===== src/rtl/multicycle_ctrl.sv =====
// Multi-cycle RV32I control FSM: FETCH/DECODE/EXEC/MEM/WB sequencing, strobes and perf counters.
// Optional ILLEGAL_TRAP_EN: unknown opcodes park the FSM in TRAP with a sticky illegal_o flag.
module multicycle_ctrl #(
  parameter int CNT_W = 32
) (
  input  logic             clk_i,
  input  logic             rst_i,
  input  logic             halt_i,
  input  logic [6:0]       opcode_i,
  input  logic             zero_i,
  input  logic             imem_ready_i,
  input  logic             dmem_ready_i,
  output logic             iread_o,
  output logic             irwrite_o,
  output logic             pcwrite_o,
  output logic             pcsrc_o,
  output logic             alusrc_a_o,
  output logic [1:0]       alusrc_b_o,
  output logic [1:0]       aluop_o,
  output logic             memread_o,
  output logic             memwrite_o,
  output logic             memtoreg_o,
  output logic             regwrite_o,
  output logic [2:0]       state_o,
  output logic [CNT_W-1:0] instret_o,
  output logic [CNT_W-1:0] cycle_o,
  output logic             illegal_o
);

  typedef enum logic [2:0] {
    S_FETCH  = 3'd0,
    S_DECODE = 3'd1,
    S_EXEC   = 3'd2,
    S_MEM    = 3'd3,
    S_WB     = 3'd4,
    S_TRAP   = 3'd7
  } state_e;

  localparam logic [6:0] OP_R      = 7'b0110011;
  localparam logic [6:0] OP_I      = 7'b0010011;
  localparam logic [6:0] OP_LOAD   = 7'b0000011;
  localparam logic [6:0] OP_STORE  = 7'b0100011;
  localparam logic [6:0] OP_BRANCH = 7'b1100011;

  state_e           state_q, state_d;
  logic [CNT_W-1:0] instret_q, instret_d;
  logic [CNT_W-1:0] cycle_q, cycle_d;
  logic             retire;
  logic             legal_op;

  assign legal_op = opcode_i inside {OP_R, OP_I, OP_LOAD, OP_STORE, OP_BRANCH};

`ifdef ILLEGAL_TRAP_EN
  logic illegal_q, illegal_d;
`endif

  // NOTE: state is written with <= so every flop samples the pre-edge values of its peers.
  always_ff @(posedge clk_i or posedge rst_i) begin
    if (rst_i) begin
      state_q   <= S_FETCH;
      instret_q <= '0;
      cycle_q   <= '0;
`ifdef ILLEGAL_TRAP_EN
      illegal_q <= 1'b0;
`endif
    end else begin
      state_q   <= state_d;
      instret_q <= instret_d;
      cycle_q   <= cycle_d;
`ifdef ILLEGAL_TRAP_EN
      illegal_q <= illegal_d;
`endif
    end
  end

  // Next state plus the retire pulse that feeds instret in the instruction's final cycle.
  always_comb begin
    // NOTE: defaults first so no path through the case leaves a variable unassigned (no latches).
    state_d = state_q;
    retire  = 1'b0;
`ifdef ILLEGAL_TRAP_EN
    illegal_d = illegal_q;
`endif
    unique case (state_q)
      S_FETCH:  if (!halt_i && imem_ready_i) state_d = S_DECODE;
      S_DECODE: begin
        if (legal_op) begin
          state_d = S_EXEC;
        end else begin
`ifdef ILLEGAL_TRAP_EN
          state_d   = S_TRAP;
          illegal_d = 1'b1;
`else
          state_d = S_FETCH;
          retire  = 1'b1;
`endif
        end
      end
      S_EXEC: begin
        if (opcode_i == OP_R || opcode_i == OP_I) begin
          state_d = S_WB;
        end else if (opcode_i == OP_LOAD || opcode_i == OP_STORE) begin
          state_d = S_MEM;
        end else begin
          state_d = S_FETCH;
          retire  = 1'b1;
        end
      end
      S_MEM: begin
        if (dmem_ready_i) begin
          if (opcode_i == OP_LOAD) begin
            state_d = S_WB;
          end else begin
            state_d = S_FETCH;
            retire  = 1'b1;
          end
        end
      end
      S_WB: begin
        state_d = S_FETCH;
        retire  = 1'b1;
      end
      S_TRAP:  state_d = S_TRAP;
      default: state_d = S_FETCH;
    endcase
    instret_d = instret_q + CNT_W'(retire);
    cycle_d   = cycle_q + CNT_W'(1);
  end

  // Strobe decode; reset gates everything so a mid-instruction reset drops requests at once.
  always_comb begin
    iread_o    = 1'b0;
    irwrite_o  = 1'b0;
    pcwrite_o  = 1'b0;
    pcsrc_o    = 1'b0;
    alusrc_a_o = 1'b0;
    alusrc_b_o = 2'b00;
    aluop_o    = 2'b00;
    memread_o  = 1'b0;
    memwrite_o = 1'b0;
    memtoreg_o = 1'b0;
    regwrite_o = 1'b0;
    if (!rst_i) begin
      unique case (state_q)
        S_FETCH: begin
          if (!halt_i) begin
            iread_o = 1'b1;
            if (imem_ready_i) begin
              irwrite_o  = 1'b1;
              pcwrite_o  = 1'b1;
              alusrc_b_o = 2'b01;
            end
          end
        end
        S_DECODE: alusrc_b_o = 2'b11;
        S_EXEC: begin
          alusrc_a_o = 1'b1;
          if (opcode_i == OP_R) begin
            aluop_o = 2'b10;
          end else if (opcode_i == OP_I) begin
            alusrc_b_o = 2'b10;
            aluop_o    = 2'b10;
          end else if (opcode_i == OP_LOAD || opcode_i == OP_STORE) begin
            alusrc_b_o = 2'b10;
          end else if (opcode_i == OP_BRANCH) begin
            aluop_o = 2'b01;
            if (zero_i) begin
              pcwrite_o = 1'b1;
              pcsrc_o   = 1'b1;
            end
          end
        end
        S_MEM: begin
          memread_o  = (opcode_i == OP_LOAD);
          memwrite_o = (opcode_i == OP_STORE);
        end
        S_WB: begin
          regwrite_o = 1'b1;
          memtoreg_o = (opcode_i == OP_LOAD);
        end
        default: ;
      endcase
    end
  end

  assign state_o   = state_q;
  assign instret_o = instret_q;
  assign cycle_o   = cycle_q;
`ifdef ILLEGAL_TRAP_EN
  assign illegal_o = illegal_q;
`else
  assign illegal_o = 1'b0;
`endif

endmodule


===== config.mk =====
export PLATFORM = sky130hd
export DESIGN_NAME = multicycle_ctrl
export DESIGN_NICKNAME = d
export VERILOG_FILES = /design/src/rtl/multicycle_ctrl.sv
export SDC_FILE = /design/constraint.sdc
export NUM_CORES = 1
export LEC_CHECK = 0
export BUFFER_PORTS_ARGS = -buffer_cell sky130_fd_sc_hd__buf_2
export CORE_ASPECT_RATIO = 1.25
export CORE_MARGIN = 1
export CORE_UTILIZATION = 47
export CTS_CLUSTER_DIAMETER = 100
export DETAILED_ROUTE_END_ITERATION = 6
export PLACE_DENSITY = 0.77
export SYNTH_ARGS = -nofsm -noshare
export SYNTH_HDL_FRONTEND = slang
export SYNTH_SLANG_ARGS = --single-unit
export TNS_END_PERCENT = 5

===== constraint.sdc =====
create_clock -name clk_i -period 2.5 [get_ports clk_i]
set_clock_uncertainty 0.05 [all_clocks]
set_input_delay 0 -clock clk_i [delete_from_list [all_inputs] [get_ports clk_i]]
set_output_delay 0 -clock clk_i [all_outputs]
set_load 0.005 [all_outputs]

After elaboration in Yosys (flattened, before gate mapping) --
Index checks and enable logic that the tools add are counted.
Operators by class: muxes and demuxes 52, equality and inequality tests 12, reduce and logical (&&, ||, !) cells 7, add/subtract/negate cells 2
Operator list (count):
- $mux 1 | 34
- $add 32x1->32 | 1
- $add 32x1->32 const B | 1
- $mux 2 | 10
- $pmux 3 s5 | 1
- $eq 7x6->1 const B | 2
- $mux 3 | 4
- $eq 7x2->1 const B | 1
- $eq 7x5->1 const B | 1
- $eq 7x7->1 const B | 1
- $eq 3x2->1 const B | 2
- $eq 3x3->1 const B | 2
- $pmux 2 s3 | 1
- $reduce_bool 5->1 | 1
- $ne 2x2->1 const B | 2
- $pmux 1 s4 | 1
- $eq 3x1->1 const B | 1
- $logic_not 3->1 | 1
- $logic_or 1x1->1 | 2
- $pmux 1 s2 | 1
- $reduce_and 2->1 | 1
- $logic_and 1x1->1 | 1
- $logic_not 1->1 | 1
Storage, ports and cells: input bits 13, output and inout port bits 81, register bits after elaboration 67

Depth between registers and ports, before layout --
Gate-level depths: netlist of run 1.
depth in word-level cells 7, depth in mapped cells 11

Worst setup path after synthesis of run 1 --
No wires, ideal clock.
path type flip-flop to flip-flop, start register state_q[1], in the netlist state_o[1], end register instret_q[28], in the netlist instret_o[28], clock period less this slack 2.403 ns, data required time 2.326 ns, buffers on the path 2, cell stages (with the launch flop) 12, arrival time 2.229 ns, library setup time 0.124 ns, slack 0.097 ns, cell sequence dfrtp_1 -> clkbuf_1 -> nor2b_1 -> o21ai_0 -> a211o_1 -> o211ai_1 -> ha_1 -> nand4_4 -> nor4_4 -> buf_6 -> nand4_1 -> xnor2_1
Between the ends: word-level cells in the longest chain between the ends 3
RTL lines:
- from (decl) | line 45 | state_e state_q, state_d;
- from (signal assigned) | line 67 | state_q <= state_d;
- $eq 3x3->1 (tied with other cells) | line 84 | unique case (state_q)
- $pmux 1 s4 * | line 84
- $add 32x1->32 * | line 126 | instret_d = instret_q + CNT_W'(retire);
- via instret_d[28] | line 46 | logic [CNT_W-1:0] instret_q, instret_d;
- to (signal assigned) | line 68 | instret_q <= instret_d;
- to (decl) | line 46
The timed path passes the listed nets; every way through them passes the cells marked *. A chain may end at the register's enable or synchronous reset.

Final worst setup path of run 1 --
start register state_q[0], in the netlist state_o[0], end register instret_q[19], in the netlist instret_o[19]
Same word-level chain as after synthesis.

==> flow_summary.toml, run 1 <==
[floorplanning]
start_util_pct = 49.3
rows = 33
die_x_um = 76.9
io_pins = 94
dieArea_um2 = 7360
die_y_um = 95.6
core_area_um2 = 6690

[global_route]
grtUsageTotal_pct = 19.7
gr-total-overflow = 0
grt_antenna_before_repair = 0
first_global_vias = 2412
grt_max_degree = 38
grt_first_pass_wirelength_mm = 11.1

[yosys]
synthTopCellsByArea = "dfrtp_1 51%, xnor2_1 11%, xor2_1 5.0%, nand3_1 3.6%, nand2_1 3.3%"
synth_ff_type = "dfrtp_1"
synth_seq_cells = 67
synth_cell_types = 40
synthesis.area_um2 = 3300
ys_seq_area_share_pct = 50.9
synth_top_area_cell = "dfrtp_1"
synth_top_area_share_pct = 50.9
synthCells = 309
synth_enable_flop_cells = 0
yosysWarnings = 0
syn_avg_cell_area_um2 = 10.7
async_flop_share_pct = 100
synth_fp_nets = 325

[placed_design]
post-dp-hpwl_mm = 4.95
port_buffers = 92
dp_cells = 486
place.gp.congestion = 0.812

[sta]
setup_viol = 0
hold_viol = 0
rsz0062_at_grt = "yes"
tns_ns = 0
maxSlewHeadroom_pct = 55.2
max_freq_mhz = 418
min_period_ns = 2.39
max_slew.worst_pin.slew_ns = 0.671
fin_crit_sh_pct = 95.7
drv_slew = 0

[final_layout]
multi_input_area_um2 = 1540
mostFrequentLayoutCell = "buf_2"
seqCellArea_um2 = 1680
fillers = 581
layout_common_cells = "92 x buf_2, 67 x dfrtp_1, 42 x xnor2_1"
layout-drive-gt1-share_pct = 29.5
layout.cells.non_filler = 508
area_growth_pct = 24.4
n_antenna_cell = 0
num-nets-final = 432

[cts]
root_buffer = "clkbuf_8"
tritoncts = "built"
clk_latency_ns = 0.34
cts_buffer_depth = 2
htreeDepth = 3
clk_pin_slew_ns = 0.07
numCtsBuffers = 9
clock_sink_count = 67

[routing]
drt_iter0_drc = 108
dr_total_vias = 2645
via_per_inst = 5.21
wl_mm = 6.84
drc = 0
drt-pass1-iter-count = 4
ant_nets = 0
wl_per_cell_um = 13.5

[run]
maxCapViolCount = 0

[setup_path]
critPathKind = "flop to flop"
required_ns = 2.68
critPathCaptureType = "flop"
crit_arrival_ns = 2.57
path_max_fanout = 7
start_kind = "flop"

[min_path]
hold_class = "primary input to flop"

[power]
power_leakage_uw = 0.00213
power_density_nw_per_um2 = 519
ir_worst_vdd_uv = 344

[status]
outcome = "completed"
[power breakdown]
part | switching [uW] | internal (uW) | leakage, uW
combinational | 88.5 | 88.2 | 0.00114
sequential | 72.9 | 1130 | 0.000912
clock | 398 | 355 | 0.0000791
[worst paths after layout]
kind | start | to | slack [ns] | cells after the start
worst max-delay path | state_o[0] | instret_o[19] | 0.11 | 10
worst min-delay path | opcode_i[5] | state_o[2] | 0.03 | 4
worst max register to register | state_o[0] | instret_o[19] | 0.11 | 10
worst min register to register | cycle_o[0] | cycle_o[0] | 0.41 | 1
max in group asynchronous | rst_i | cycle_o[13] | 1.44 | 4
min in group asynchronous | rst_i | state_o[1] | 0.34 | 3
[cells by family (layout without fill, tap and decap cells)]
kind of cell / count (synthesis) / count (layout) / synth area share, %
compound gates: 13 / 13 / 2.58
xor+xnor: 61 / 61 / 16.2
fa+ha+maj: 3 / 3 / 1.14
buf+inv: 18 / 130 / 2.66
flops: 67 / 67 / 50.9
other cells: 1 / 1 / 0.114
simple gates: 146 / 146 / 26.5
[cell type report]
cell class / count / area share [%]
flip-flops and latches: 67 / 40.9
multi-input cells: 224 / 37.5
repair buffers: 104 / 14.1
clock buffers: 11 / 3.20
well taps: 87 / 2.65
inverters: 10 / 0.915
clock inverters: 5 / 0.732
[worst max-delay path, stage by stage, from the launching register on]
cell and delay (ns):
dfrtp_1 0.39, nor2b_2 0.18, o21ai_0 0.10, a211o_1 0.30, o211ai_1 0.11, ha_1 0.22, nand3_1 0.18, nor4b_4 0.30
buf_4 0.19, nand4_1 0.12, xnor2_1 0.15
[stage by stage]
stage,power [uW],util (%),hold WS (ns),worst slack [ns],cell area (um^2)
6_report,2130,61.3,0.0335,0.107,4100
5_1_grt,2220,61.3,0.0597,-0.0285,4100
4_1_cts,2150,61.1,0.00589,0.0376,4090
3_5_place_dp,1390,57.9,0.167,0.0611,3870
3_3_place_gp,1390,57.9,0.154,0.155,3870
2_1_floorplan,1300,-,-0.0189,0.0969,3300
[synthesized netlist by cell type, types with 2 or more instances]
library cell and n:
and3_1 8, nor4b_1 2, nor4_1 3, and4_1 8, buf_6 2, nor4_4 2, nor2b_1 3, inv_1 10
nand2_1 29, xor2_1 19, a2111oi_0 2, nand4_4 2, nor2_1 17, a21oi_1 4, nand2b_1 6, and2_1 5
nor3_1 14, nand3_1 24, xnor2_1 42, dfrtp_1 67, o21ai_0 3, clkbuf_1 4, ha_1 3, nand4_1 14
[repair_timing]
action                                  CTS  global route
gates resized for setup                   0             3
hold buffers                              5             0
endpoints found under the hold margin    33             0
endpoints found under the setup margin    0            16
setup buffers                             0             1
[registers in the layout, indices dropped and copies added, names as in the netlist]
| register | flops |
|---|---|
| instret_o | 32 |
| state_o | 3 |
| cycle_o | 32 |
[metal layers]
metal | part of all wire, % | wire [um] | GRT usage [%] | up-vias
met4 | 1.7 | 118 | 9.13 | 0
met2 | 49 | 3340 | 30.9 | 74
met3 | 4.5 | 308 | 6.03 | 9
met1 | 45 | 3070 | 24.9 | 1282
li1 | - | - | - | 1280
met5 | 0 | 0 | 0 | -
Note: power is estimated with default switching activity, not from simulation.
==> run 2, diff against run 1 <==
- RECOVER_POWER: default -> 100
==> run 2 against run 1 <==
Against the previous run:
- sequential power about the same
- core utilization fell by 0.15 points
- combinational power is essentially flat
- clock-buffer cell count is the same
- worst hold slack worse by 0.0013 ns
- global-route usage is the same
- critical path depth unchanged
- register-to-register slack about the same
- non-clock buffer count unchanged
- via count down 0.26%
- total power rose by 0.12%
- clock power barely moved
- highest routed layer unchanged
==> flow_summary.toml, run 2 (same netlist as run 1, synthesis figures left out) <==
[routing]
ant_nets = 0
via_per_inst = 5.19
drt_iter0_drc = 115
dr_total_vias = 2638
drt-pass1-iter-count = 4
wl_mm = 6.82
drc = 0
wl_per_cell_um = 13.4

[setup_path]
regToRegSetupSlack_ns = 0.10
path_delay_family = "simple AND/OR/NAND/NOR gates"
required_ns = 2.68
start_kind = "flop"
r2r_end = "instret_o[31]"
crit_slowest_cell = "dfrtp_1"
cp_cell_sequence = "nor2b_2 -> o21ai_0 -> a211o_1 -> o211ai_1 -> ha_1 -> nand3_1 -> nor4b_4 -> buf_4 -> nand4_1 -> xnor2_1"
path_max_fanout = 7
path_buf_inv = 1
rr_worst_depth = 10
crit_arrival_ns = 2.58
max_stage_delay_ns = 0.39
worstReg2RegStart = "state_o[0]"
critPathCaptureType = "flop"
critPathKind = "flop to flop"

[sta]
drv_slew = 0
tns_ns = 0
max_slew.worst_pin.slew_ns = 1.20
rsz0062_at_grt = "yes"
maxSlewHeadroom_pct = 19.8
fin_crit_sh_pct = 95.8
setup_viol = 0
hold_viol = 0
setup_slack_ns = 0.104
min_period_ns = 2.40
max_freq_mhz = 417

[global_route]
grt_max_degree = 38
grt_first_pass_wirelength_mm = 11.1
gr-total-overflow = 0
first_global_vias = 2412
grtUsageTotal_pct = 19.7
grt_antenna_before_repair = 0

[floorplanning]
rows = 33
dieArea_um2 = 7360
io_pins = 94
die_x_um = 76.9
core_area_um2 = 6690
die_y_um = 95.6
start_util_pct = 49.3

[cts]
htreeDepth = 3
numCtsBuffers = 9
cts_buffer_depth = 2
root_buffer = "clkbuf_8"
clock_sink_count = 67
clk_pin_slew_ns = 0.07
tritoncts = "built"
clk_latency_ns = 0.34

[final_layout]
num-nets-final = 432
n_antenna_cell = 0
final_area_um2 = 4090
mostFrequentLayoutCell = "buf_2"
final_util_pct = 61.2
area_growth_pct = 24.1
layout-drive-gt1-share_pct = 27.3
layout_common_cells = "84 x buf_2, 67 x dfrtp_1, 42 x xnor2_1"

[power]
ir_worst_vdd_uv = 344
power_leakage_uw = 0.00210
power_density_nw_per_um2 = 521
p_total_uw = 2130

[min_path]
min_path_cells = 4
holdPathEnd = "state_o[2]"
hold_class = "primary input to flop"
hold_start = "opcode_i[5]"

[placed_design]
place.gp.congestion = 0.812
post-dp-hpwl_mm = 4.95
port_buffers = 92
place_worst_setup_slack_ns = 0.0611
place_area_um2 = 3870

[status]
outcome = "completed"

[run]
maxCapViolCount = 0
[run 2: timing repair]
item / 4_1_cts / 5_1_grt
hold endpoints to repair: 33 / 0
hold buffers: 5 / 0
buffers inserted: 0 / 1
endpoints found under the setup margin: 0 / 16
resized for setup: 0 / 3
[run 2: worst min-delay path: cells and delay by family]
kind                   cells  cell delay [ns]
AND/OR/NAND/NOR            1             0.05
AO/OA/AOI/OAI              2             0.21
buffers and inverters      1             0.12
[run 2: metrics by stage]
| step | std cells | hold slack (ns) |
|---|---|---|
| final | 508 | 0.0322 |
| after global routing | 508 | 0.0597 |
| after CTS | 507 | 0.00589 |
| after detailed placement | 486 | 0.167 |
| after global placement | 486 | 0.154 |
| after floorplan | 309 | -0.0189 |
[run 2: worst max path at each step]
stage | start | to | slack, ns | cells after the start
floorplan | state_o[1] | instret_o[28] | 0.1 | 11
global placement | state_o[0] | instret_o[31] | 0.15 | 9
detailed placement | state_o[0] | instret_o[31] | 0.06 | 9
CTS | state_o[0] | instret_o[31] | 0.04 | 9
global route | state_o[0] | instret_o[31] | -0.03 | 10
finish | state_o[0] | instret_o[31] | 0.10 | 10
[run 2: area by class of cell]
class	count	area [um^2]
Sequential cell	67	1680
Clock inverter	5	30.0
Multi-Input combinational cell	224	1540
Fill cell	586	2600
Clock buffer	11	131
Timing Repair Buffer	104	569
Inverter	10	37.5
Tap cell	87	109
[run 2: per-layer routing]
metal / part of all wire (%) / track usage [%]
met5: 0 / 0
met4: 1.7 / 9.13
met3: 4.6 / 6.03
met2: 49 / 30.9
met1: 45 / 24.9
[run 2: power by group]
group / switching, uW / internal [uW] / total (uW)
Combinational: 88.2 / 87.9 / 176
Clock: 401 / 355 / 755
Sequential: 72.9 / 1130 / 1200
Total: 562 / 1570 / 2130
